==> config.mk <==
export PLATFORM = sky130hd
export DESIGN_NAME = range_filter
export DESIGN_NICKNAME = d
export VERILOG_FILES = /design/src/rtl/range_pkg.sv /design/src/rtl/range_ring_buf.sv /design/src/rtl/range_filter.sv
export SDC_FILE = /design/constraint.sdc
export NUM_CORES = 1
export LEC_CHECK = 0
export BUFFER_PORTS_ARGS = -buffer_cell sky130_fd_sc_hd__buf_2
export CAP_MARGIN = 10
export CORE_AREA = 4 4 132 134
export CTS_BUF_LIST = sky130_fd_sc_hd__clkbuf_4 sky130_fd_sc_hd__clkbuf_8
export CTS_CLUSTER_DIAMETER = 150
export DETAILED_ROUTE_END_ITERATION = 8
export DIE_AREA = 0 0 136 138
export PLACE_DENSITY = 0.51
export SKIP_LAST_GASP = 1
export SYNTH_ARGS = -nofsm -noshare
export SYNTH_HDL_FRONTEND = slang
export SYNTH_SLANG_ARGS = --single-unit
==> constraint.sdc <==
create_clock -name clk -period 4.8 [get_ports clk]
set_clock_uncertainty 0.1 [all_clocks]
set_input_delay 0.72 -clock clk [delete_from_list [all_inputs] [get_ports clk]]
set_output_delay 0.72 -clock clk [all_outputs]
set_load 0.1 [all_outputs]
==> src/rtl/range_pkg.sv <==
// range_pkg: shared types and helpers for the range_filter slice.
//   DIST_W      distance sample width (cm)
//   dist_cm_t   distance sample type
//   rf_state_e  window FSM states (FILL while the window is filling, RUN once full)
//   sat_inc8    8-bit saturating increment
package range_pkg;

  localparam int DIST_W = 12;

  typedef logic [DIST_W-1:0] dist_cm_t;

  typedef enum logic {
    FILL = 1'b0,
    RUN  = 1'b1
  } rf_state_e;

  function automatic logic [7:0] sat_inc8(input logic [7:0] v);
    return (v == 8'hFF) ? v : v + 8'd1;
  endfunction

endpackage

==> src/rtl/range_ring_buf.sv <==
// range_ring_buf: 2^LOG2_DEPTH x DIST_W sample ring buffer with its own write pointer.
//   clk     system clock
//   rst     synchronous active-high reset (pointer only; storage is not cleared)
//   clr     return the write pointer to 0 (window discard)
//   we      write wdata at the write pointer and advance it
//   wdata   sample to store
//   oldest  entry at the write pointer, i.e. the sample about to be overwritten;
//           combinational, so it reflects the contents before this cycle's write
module range_ring_buf
  import range_pkg::*;
#(
  parameter int LOG2_DEPTH = 2
) (
  input  logic              clk,
  input  logic              rst,
  input  logic              clr,
  input  logic              we,
  input  logic [DIST_W-1:0] wdata,
  output logic [DIST_W-1:0] oldest
);

  localparam int DEPTH = 1 << LOG2_DEPTH;

  logic [DIST_W-1:0]     mem_q [DEPTH];
  logic [DIST_W-1:0]     mem_d [DEPTH];
  logic [LOG2_DEPTH-1:0] wr_ptr_q, wr_ptr_d;

  always_comb begin
    mem_d    = mem_q;
    wr_ptr_d = wr_ptr_q;
    if (clr) begin
      wr_ptr_d = '0;
    end else if (we) begin
      mem_d[wr_ptr_q] = wdata;
      // pointer width equals LOG2_DEPTH, so the increment wraps modulo the depth
      wr_ptr_d        = wr_ptr_q + 1'b1;
    end
  end

  always_ff @(posedge clk) begin
    if (rst) begin
      wr_ptr_q <= '0;
    end else begin
      wr_ptr_q <= wr_ptr_d;
    end
  end

  always_ff @(posedge clk) begin
    mem_q <= mem_d;
  end

  assign oldest = mem_q[wr_ptr_q];

endmodule

==> src/rtl/range_filter.sv <==
// range_filter: moving-average smoother and proximity alarm for ranger samples.
//   Parameters: LOG2_DEPTH (window = 2^LOG2_DEPTH), NEAR_CM (alarm set below),
//               HYST_CM (release at NEAR_CM+HYST_CM or above), MAX_CM (outlier limit).
//   Optional feature macro: RANGE_FILTER_OUTLIER_EN rejects samples equal to 0 or
//   above MAX_CM and counts them in reject_cnt; without it reject_cnt stays 0.
//   Ports:
//     clk         system clock
//     rst         synchronous active-high reset
//     dist_in     12-bit distance sample (cm)
//     dist_valid  one-cycle sample strobe
//     flush       discard window and return to FILL (wins over dist_valid)
//     avg_out     windowed mean (cm), held between updates
//     avg_valid   one-cycle strobe, two cycles after the accepted sample
//     alarm       proximity alarm with hysteresis
//     filled      high while the window is full (RUN)
//     reject_cnt  saturating count of rejected samples
module range_filter
  import range_pkg::*;
#(
  parameter int LOG2_DEPTH = 2,
  parameter int NEAR_CM    = 30,
  parameter int HYST_CM    = 5,
  parameter int MAX_CM     = 400
) (
  input  logic              clk,
  input  logic              rst,
  input  logic [DIST_W-1:0] dist_in,
  input  logic              dist_valid,
  input  logic              flush,
  output logic [DIST_W-1:0] avg_out,
  output logic              avg_valid,
  output logic              alarm,
  output logic              filled,
  output logic [7:0]        reject_cnt
);

  localparam int                    SUM_W    = DIST_W + LOG2_DEPTH;
  localparam logic [LOG2_DEPTH-1:0] FULL_CNT = '1;
  localparam dist_cm_t              NEAR_V   = dist_cm_t'(NEAR_CM);
  localparam dist_cm_t              CLR_V    = dist_cm_t'(NEAR_CM + HYST_CM);
  localparam dist_cm_t              MAX_V    = dist_cm_t'(MAX_CM);

`ifdef RANGE_FILTER_OUTLIER_EN
  localparam bit OUTLIER_EN = 1'b1;
`else
  localparam bit OUTLIER_EN = 1'b0;
`endif

  rf_state_e             state_q, state_d;
  logic [SUM_W-1:0]      sum_q, sum_d;
  logic [LOG2_DEPTH-1:0] fill_cnt_q, fill_cnt_d;
  logic                  s1_valid_q, s1_valid_d;
  dist_cm_t              avg_q, avg_d;
  logic                  avg_valid_q, avg_valid_d;
  logic                  alarm_q, alarm_d;
  logic [7:0]            rej_q, rej_d;

  logic                  take;
  logic                  outlier;
  logic                  accept;
  logic                  last_fill;
  dist_cm_t              oldest;
  dist_cm_t              new_avg;

  assign take      = dist_valid && !flush;
  assign outlier   = OUTLIER_EN && ((dist_in == '0) || (dist_in > MAX_V));
  assign accept    = take && !outlier;
  assign last_fill = (state_q == FILL) && (fill_cnt_q == FULL_CNT);
  assign new_avg   = sum_q[SUM_W-1:LOG2_DEPTH];

  range_ring_buf #(
    .LOG2_DEPTH(LOG2_DEPTH)
  ) u_ring (
    .clk   (clk),
    .rst   (rst),
    .clr   (flush),
    .we    (accept),
    .wdata (dist_in),
    .oldest(oldest)
  );

  // FSM: state register
  always_ff @(posedge clk) begin
    if (rst) begin
      state_q <= FILL;
    end else begin
      state_q <= state_d;
    end
  end

  // FSM: next state
  always_comb begin
    state_d = state_q;
    if (flush) begin
      state_d = FILL;
    end else if (accept && last_fill) begin
      state_d = RUN;
    end
  end

  // FSM: outputs
  always_comb begin
    filled = (state_q == RUN);
  end

  // Stage 1 (sum / fill count / reject count) and stage 2 (average / alarm)
  always_comb begin
    sum_d       = sum_q;
    fill_cnt_d  = fill_cnt_q;
    s1_valid_d  = 1'b0;
    rej_d       = rej_q;
    avg_d       = avg_q;
    alarm_d     = alarm_q;

    if (flush) begin
      sum_d      = '0;
      fill_cnt_d = '0;
    end else if (accept) begin
      if (state_q == RUN) begin
        // sum always contains oldest, so the subtraction cannot underflow
        sum_d      = sum_q - SUM_W'(oldest) + SUM_W'(dist_in);
        s1_valid_d = 1'b1;
      end else begin
        sum_d      = sum_q + SUM_W'(dist_in);
        fill_cnt_d = fill_cnt_q + 1'b1;
        s1_valid_d = last_fill;
      end
    end

    if (take && outlier) begin
      rej_d = sat_inc8(rej_q);
    end

    // a flush cancels the strobe in flight; avg and alarm keep their values
    avg_valid_d = s1_valid_q && !flush;
    if (avg_valid_d) begin
      avg_d = new_avg;
      if (new_avg < NEAR_V) begin
        alarm_d = 1'b1;
      end else if (new_avg >= CLR_V) begin
        alarm_d = 1'b0;
      end
    end
  end

  always_ff @(posedge clk) begin
    if (rst) begin
      sum_q       <= '0;
      fill_cnt_q  <= '0;
      s1_valid_q  <= 1'b0;
      avg_q       <= '0;
      avg_valid_q <= 1'b0;
      alarm_q     <= 1'b0;
      rej_q       <= '0;
    end else begin
      sum_q       <= sum_d;
      fill_cnt_q  <= fill_cnt_d;
      s1_valid_q  <= s1_valid_d;
      avg_q       <= avg_d;
      avg_valid_q <= avg_valid_d;
      alarm_q     <= alarm_d;
      rej_q       <= rej_d;
    end
  end

  assign avg_out    = avg_q;
  assign avg_valid  = avg_valid_q;
  assign alarm      = alarm_q;
  assign reject_cnt = rej_q;

endmodule

==> key figures, run 1 <==
Power
  – Peak supply drop: 0.2213 mV
  – Sw power: 496.5 µW
  – Clock power share: 0.343
  – Sw Ratio: 0.2920
  – Pwr Density: 316.9 mW/mm²
  – Combinational power share: 0.206
  – Register share of total power: 0.451
  – Internal power: 1204 µW
  – Total leakage power: 0.002140 µW

Status
  – Status: completed

Drt
  – Antenna Nets Post-Route: 0
  – Top layer in use: met4
  – DRC violation count after routing: 0
  – Routed WL per cell: 15.22 µm
  – Final WL: 10.76 mm
  – First drt pass iteration count: 4
  – Detailed-route via count: 3305
  – Routed wl met3: 411 µm
  – 1st-iter DRT viols: 237
  – Wl on met1: 4.878 mm
  – Via density: 4.675
  – WL met2: 5.215 mm

Layout
  – Layout Nets: 544
  – Leading cell type in the layout, fill and taps excluded: inv_1
  – Commonest cells after routing, fill and taps aside: 57 x inv_1, 48 x edfxtp_1, 38 x nand2_1
  – Antenna cells: 0
  – Share of cells above drive strength 1: 0.1417
  – Fin cells: 707
  – Design Area, Final: 0.005366 mm²
  – P&R area growth vs syn: 12.48%

Synth
  – Synthesized instance count: 452
  – Predominant post-synthesis flop cell: edfxtp_1
  – Syn Area/Cell: 10.55 µm²
  – Mapped cell area: 0.004771 mm²
  – Distinct cell type count after synthesis: 49
  – Seq/Total Area, Yosys: 0.4448
  – Asr flop ratio synth: 0
  – Post-synth EDFFs: 48
  – #FFs+latches synth: 82
  – YS warnings: 0

Floorplanning
  – FP Rows: 47
  – Die Ht: 138 µm
  – Starting Density: 0.2929
  – Die X: 136 µm
  – Core area: 0.01629 mm²
  – Die ar.: 0.01877 mm²
  – Ports: 39

Critical path
  – CP max-delay cell: dfxtp_1
  – Crit. End Element: register
  – Worst setup path endpoint: sum_q[13]
  – Type of origin of the critical path: register
  – Crit path DAT: 4.02 ns
  – Slowest cell delay on critical path: 0.56 ns
  – Critical Path Source: u_ring.wr_ptr_q[0]
  – WP depth: 12
  – R2R cell count: 12
  – R2r startpoint: u_ring.wr_ptr_q[0]
  – Worst R2R End: sum_q[13]
  – Reg2Reg Setup Slack: 0.96 ns
  – Data required, critical path: 4.98 ns
  – Crit-path max FO: 11
  – Crit-path cells: buf_4, mux4_2, fa_1, inv_1, ha_1, a21o_1, a21o_1, a21oi_1, inv_1, a221oi_2, xnor2_1, a2111oi_2
  – Crit path max-delay family: compound AO/OA/AOI/OAI gates
  – CP bufs+invs: 3
  – WS Path Type: reg2reg

Clock tree
  – Post-cts hold buffer count: 0
  – Clock Sinks: 82
  – Clock root buffer master: clkbuf_8
  – Setup Buffers After CTS: 0
  – CTS Buf Count: 9
  – H-tree depth: 3
  – Reg clk slew, reported paths: 0.09 ns
  – Worst-skew pair later-pin latency: 0.38 ns
  – Clock Path Buffers: 2
  – CTS resizes: 0
  – TritonCTS clock tree: yes

STA
  – Final Hold Violating Endpoints: 0
  – Setup Viol. Count Final: 0
  – Least-Margin Pin Slew: 0.7693 ns
  – Unrepaired setup endpoints after global routing: false
  – Fmax: 260.3 MHz
  – Slew Limit Fails: 0
  – Crit path time final: 3.842 ns
  – Final setup margin: 0.9576 ns
  – Rel. slew slack: 0.4861
  – Setup TNS Final: 0 ns
  – Final period utilization: 0.8005

Placed design
  – Port bufs: 30
  – Post-Place Cells: 691
  – Dpl ws: 0.9312 ns
  – Hpwl dp: 8.098 mm
  – Placed Area: 0.005135 mm²
  – GP Congestion: 0.8203

GRT
  – Total GRT Usage: 0.1204
  – Largest net degree at the start of global routing: 22
  – Vias in the first global route: 3384
  – First-pass GRT wire length: 17.60 mm
  – Initial antenna violation count: 0
  – Grt ovf: 0

Worst hold path
  – HP Class: reg2reg

Run
  – Number of max-cap violations: 0
==> how the worst min path moves through the flow <==
stage                             start       endpoint  cells after the start
after floorplan           fill_cnt_q[1]  fill_cnt_q[1]                      2
after global placement       avg_out[5]     avg_out[5]                      2
after detailed placement     avg_out[5]     avg_out[5]                      2
after CTS                    avg_out[5]     avg_out[5]                      2
after global routing        avg_out[10]    avg_out[10]                      2
final                        avg_out[6]     avg_out[6]                      2
==> Yosys cell counts, types with 11 or more instances <==
library cell,number,area [µm²]
fa_1,13,260.3
mux4_2,12,270.3
o21ai_0,19,95.09
dfxtp_1,34,680.7
nor2_1,31,116.4
edfxtp_1,48,1441
clkbuf_1,11,41.29
inv_1,57,214.0
xnor2_1,13,113.9
ha_1,33,412.9
a21oi_1,36,180.2
nand2_1,38,142.6
==> flip-flops by register name (all words and copies together), names as in the netlist <==
register / flops
alarm: 1
avg_out: 12
avg_valid: 1
fill_cnt_q: 2
filled: 1
s1_valid_q: 1
sum_q: 14
u_ring.mem_q: 48
u_ring.wr_ptr_q: 2
==> power by group through the flow <==
stage	Clock (µW)	Sequential (µW)	Combinational, µW
6_report	583	768	350
5_1_grt	635	770	393
4_1_cts	604	768	353
3_5_place_dp	0	784	350
3_3_place_gp	0	784	346
2_1_floorplan	0	779	278
==> layout make-up <==
type / count / area (µm²)
flip-flops and latches: 82 / 2122
clock buffers: 10 / 137.6
inverters: 57 / 214.0
clock inverters: 6 / 93.84
multi-input cells: 299 / 2351
fillers: 1641 / 10920
repair buffers: 33 / 172.7
well taps: 220 / 275.3
==> cells by family after synthesis <==
family,share of synthesized area
AND/OR/NAND/NOR,0.1115
AO/OA/AOI/OAI,0.1338
flip-flops,0.4448
buffers and inverters,0.06793
adder cells (fa/ha/maj),0.1411
XOR/XNOR,0.03304
multiplexers,0.06714
other,0.0007860
==> metrics by stage <==
step	hold WS, ns	total power, µW	utilization
after floorplan	0.3400	1057	-
after detailed placement	0.3434	1134	0.3152
after CTS	0.3565	1725	0.3294
final	0.3544	1701	0.3294
after global placement	0.3433	1130	0.3152
after global routing	0.3789	1798	0.3294
==> per-layer routing <==
layer,track usage,up-vias
met1,0.1541,1590
met4,0.04138,0
met3,0.03052,22
li1,-,1641
met2,0.1977,52
met5,0,-
==> tightest hold or removal path, cell delays in order (launching register included) <==
cell and delay (ns):
dfxtp_1 0.32, nand2_1 0.05, a21oi_1 0.05
(Power assumes the default switching activity.)
==> run 2: changes to the inputs <==
==> constraint.sdc (replaced) <==
create_clock -name clk -period 3.8 [get_ports clk]
set_clock_uncertainty 0.1 [all_clocks]
set_input_delay 0.57 -clock clk [delete_from_list [all_inputs] [get_ports clk]]
set_output_delay 0.57 -clock clk [all_outputs]
set_load 0.1 [all_outputs]
==> run 2 against run 1 <==
Non-clock buffer count is 4 higher. Clock power is 2% lower. Count of clock-buffer cells in the layout is 1 higher. Sequential power is 26% higher.
==> key figures, run 2 (same netlist as run 1, synthesis figures left out) <==
Worst hold path
  – Hold path cells: 2 (unchanged)
  – Hold endpoint: avg_out[4] (was avg_out[6])
  – Hold Startpoint: avg_out[4] (was avg_out[6])
  – HP Class: reg2reg (unchanged)

STA
  – Final hold slack: 0.3504 ns (was 0.3544 ns)
  – Rel. slew slack: 0.4743 (was 0.4861)
  – Unrepaired setup endpoints after global routing: false (unchanged)
  – Setup Viol. Count Final: 0 (unchanged)
  – Final Hold Violating Endpoints: 0 (unchanged)
  – Crit path time final: 3.562 ns (was 3.842 ns)
  – Slew Limit Fails: 0 (unchanged)
  – Least-Margin Pin Slew: 0.7869 ns (was 0.7693 ns)
  – Final period utilization: 0.9375 (was 0.8005)
  – Fmax: 280.7 MHz (was 260.3 MHz)
  – Setup TNS Final: 0 ns (unchanged)

Layout
  – Max reg flops: 48 (unchanged)
  – Layout Nets: 548 (was 544)
  – P&R area growth vs syn: 12.09% (was 12.48%)
  – Antenna cells: 0 (unchanged)
  – Top reg by flops: u_ring.mem_q (unchanged)
  – Fill cells: 1678 (was 1641)
  – Commonest cells after routing, fill and taps aside: 57 x inv_1, 48 x edfxtp_1, 38 x nand2_1 (unchanged)
  – Share of cells above drive strength 1: 0.1487 (was 0.1417)
  – Leading cell type in the layout, fill and taps excluded: inv_1 (unchanged)

Placed design
  – Port bufs: 30 (unchanged)
  – GP Congestion: 0.8252 (was 0.8203)
  – Hpwl dp: 8.126 mm (was 8.098 mm)

Critical path
  – Crit-path max FO: 9 (was 11)
  – R2R cell count: 13 (was 12)
  – R2r startpoint: u_ring.wr_ptr_q[0] (unchanged)
  – Critical Path Source: u_ring.wr_ptr_q[0] (unchanged)
  – Data required, critical path: 3.96 ns (was 4.98 ns)
  – Crit-path cells: buf_6, buf_4, mux4_2, fa_1, inv_1, ha_1, a21o_1, a21o_1, a21oi_1, inv_1, a221oi_2, xnor2_1, a2111oi_2 (was buf_4, mux4_2, fa_1, inv_1, ha_1, a21o_1, a21o_1, a21oi_1, inv_1, a221oi_2, xnor2_1, a2111oi_2)
  – Crit path DAT: 3.73 ns (was 4.02 ns)
  – CP max-delay cell: mux4_2 (was dfxtp_1)
  – CP bufs+invs: 4 (was 3)
  – Worst R2R End: sum_q[13] (unchanged)
  – WS Path Type: reg2reg (unchanged)
  – Slowest cell delay on critical path: 0.51 ns (was 0.56 ns)
  – Crit path max-delay family: compound AO/OA/AOI/OAI gates (unchanged)
  – Reg2Reg Setup Slack: 0.24 ns (was 0.96 ns)
  – Type of origin of the critical path: register (unchanged)
  – Crit. End Element: register (unchanged)

GRT
  – Met1 global-route usage: 0.1532 (was 0.1541)
  – Vias in the first global route: 3317 (was 3384)
  – Total GRT Usage: 0.1166 (was 0.1204)
  – GR peak layer: met2 (unchanged)
  – Grt ovf: 0 (unchanged)
  – First-pass GRT wire length: 17.29 mm (was 17.60 mm)
  – Initial antenna violation count: 0 (unchanged)
  – GR Util met2: 0.1953 (was 0.1977)
  – Met3 Usage GRT: 0.02362 (was 0.03052)
  – Largest net degree at the start of global routing: 22 (unchanged)

Clock tree
  – Clock root buffer master: clkbuf_8 (unchanged)
  – TritonCTS clock tree: yes (unchanged)
  – Clock Path Buffers: 2 (unchanged)
  – CTS Buf Count: 9 (unchanged)
  – Worst-skew pair later-pin latency: 0.36 ns (was 0.38 ns)
  – Reg clk slew, reported paths: 0.09 ns (about the same)
  – Clock Sinks: 82 (unchanged)
  – Post-cts hold buffer count: 0 (unchanged)
  – Setup Buffers After CTS: 0 (unchanged)
  – CTS resizes: 0 (unchanged)
  – H-tree depth: 3 (unchanged)

Status
  – Status: completed (unchanged)

Drt
  – 1st-iter DRT viols: 207 (was 237)
  – DRC violation count after routing: 0 (unchanged)
  – First drt pass iteration count: 4 (unchanged)
  – Antenna Nets Post-Route: 0 (unchanged)
  – Detailed-route via count: 3323 (was 3305)
  – Via density: 4.674 (was 4.675)
  – Final WL: 10.57 mm (was 10.76 mm)
  – Routed WL per cell: 14.86 µm (was 15.22 µm)

Floorplanning
  – Die ar.: 0.01877 mm² (unchanged)
  – Starting Density: 0.2929 (unchanged)
  – Die Ht: 138 µm (unchanged)
  – Core area: 0.01629 mm² (unchanged)
  – FP Rows: 47 (unchanged)
  – Die X: 136 µm (unchanged)
  – Ports: 39 (unchanged)

Power
  – Pwr Density: 371.7 mW/mm² (was 316.9 mW/mm²)
  – Total leakage power: 0.002130 µW (was 0.002140 µW)
  – Peak supply drop: 0.1826 mV (was 0.2213 mV)

Run
  – Number of max-cap violations: 0 (unchanged)
-- run 2: changes by cell type in the layout (fill, tap and decap cells not counted) --
cell,delta
a2111oi_1,+1
buf_4,+3
buf_6,+1
clkinvlp_4,+1
inv_6,-2
a2111oi_0,-1
clkinv_1,+2
bufinv_16,-2
dfxtp_2,+1
o2111ai_2,+1
clkbuf_4,+2
dfxtp_1,-1
clkbuf_8,-1
o2111ai_1,-1
-- run 2: worst max path at each step --
stage	slack [ns]	cells after the start	endpoint
after floorplan	0.02	13	sum_q[11]
after global placement	0.1	11	sum_q[11]
after detailed placement	0.08	11	sum_q[11]
after CTS	0.06	11	sum_q[11]
after global routing	0.004	13	sum_q[13]
final	0.24	13	sum_q[13]
-- run 2: per-layer routing --
metal  vias to the layer above  wire length (µm)
met1                      1617              4859
met3                        12               327
met5                         -                 0
met2                        47              5217
met4                         0               164
li1                       1647                 -
-- run 2: cell type report --
class                   instances  area [µm²]  share of cell area
inverters                      57       214.0             0.04001
clock inverters                 5       31.28            0.005849
flip-flops and latches         82        2123              0.3971
repair buffers                 37       206.4             0.03861
well taps                     220       275.3             0.05147
multi-input cells             299        2359              0.4410
clock buffers                  11       138.9             0.02597
-- run 2: metrics by stage --
step	setup slack, ns	util	total power [µW]	instance area (µm²)	instances
after CTS	0.06493	0.3275	2009	5335	711
after global routing	0.004478	0.3283	2106	5348	711
after detailed placement	0.08076	0.3171	1432	5165	695
final	0.2376	0.3283	1988	5348	711
after floorplan	0.02099	-	1336	4800	459
after global placement	0.09611	0.3171	1428	5165	695
-- run 2: report_power, final --
group,total (µW),switching (µW),internal (µW),leakage [µW]
sequential,969,13.9,955,0.000712
combinational,447,273,175,0.00134
clock,571,321,250,0.0000819
-- run 2: tightest hold or removal path, cell delays in order, from the launching register on --
cell and delay [ns]:
dfxtp_1 0.31, nand2_1 0.05, a21oi_1 0.05
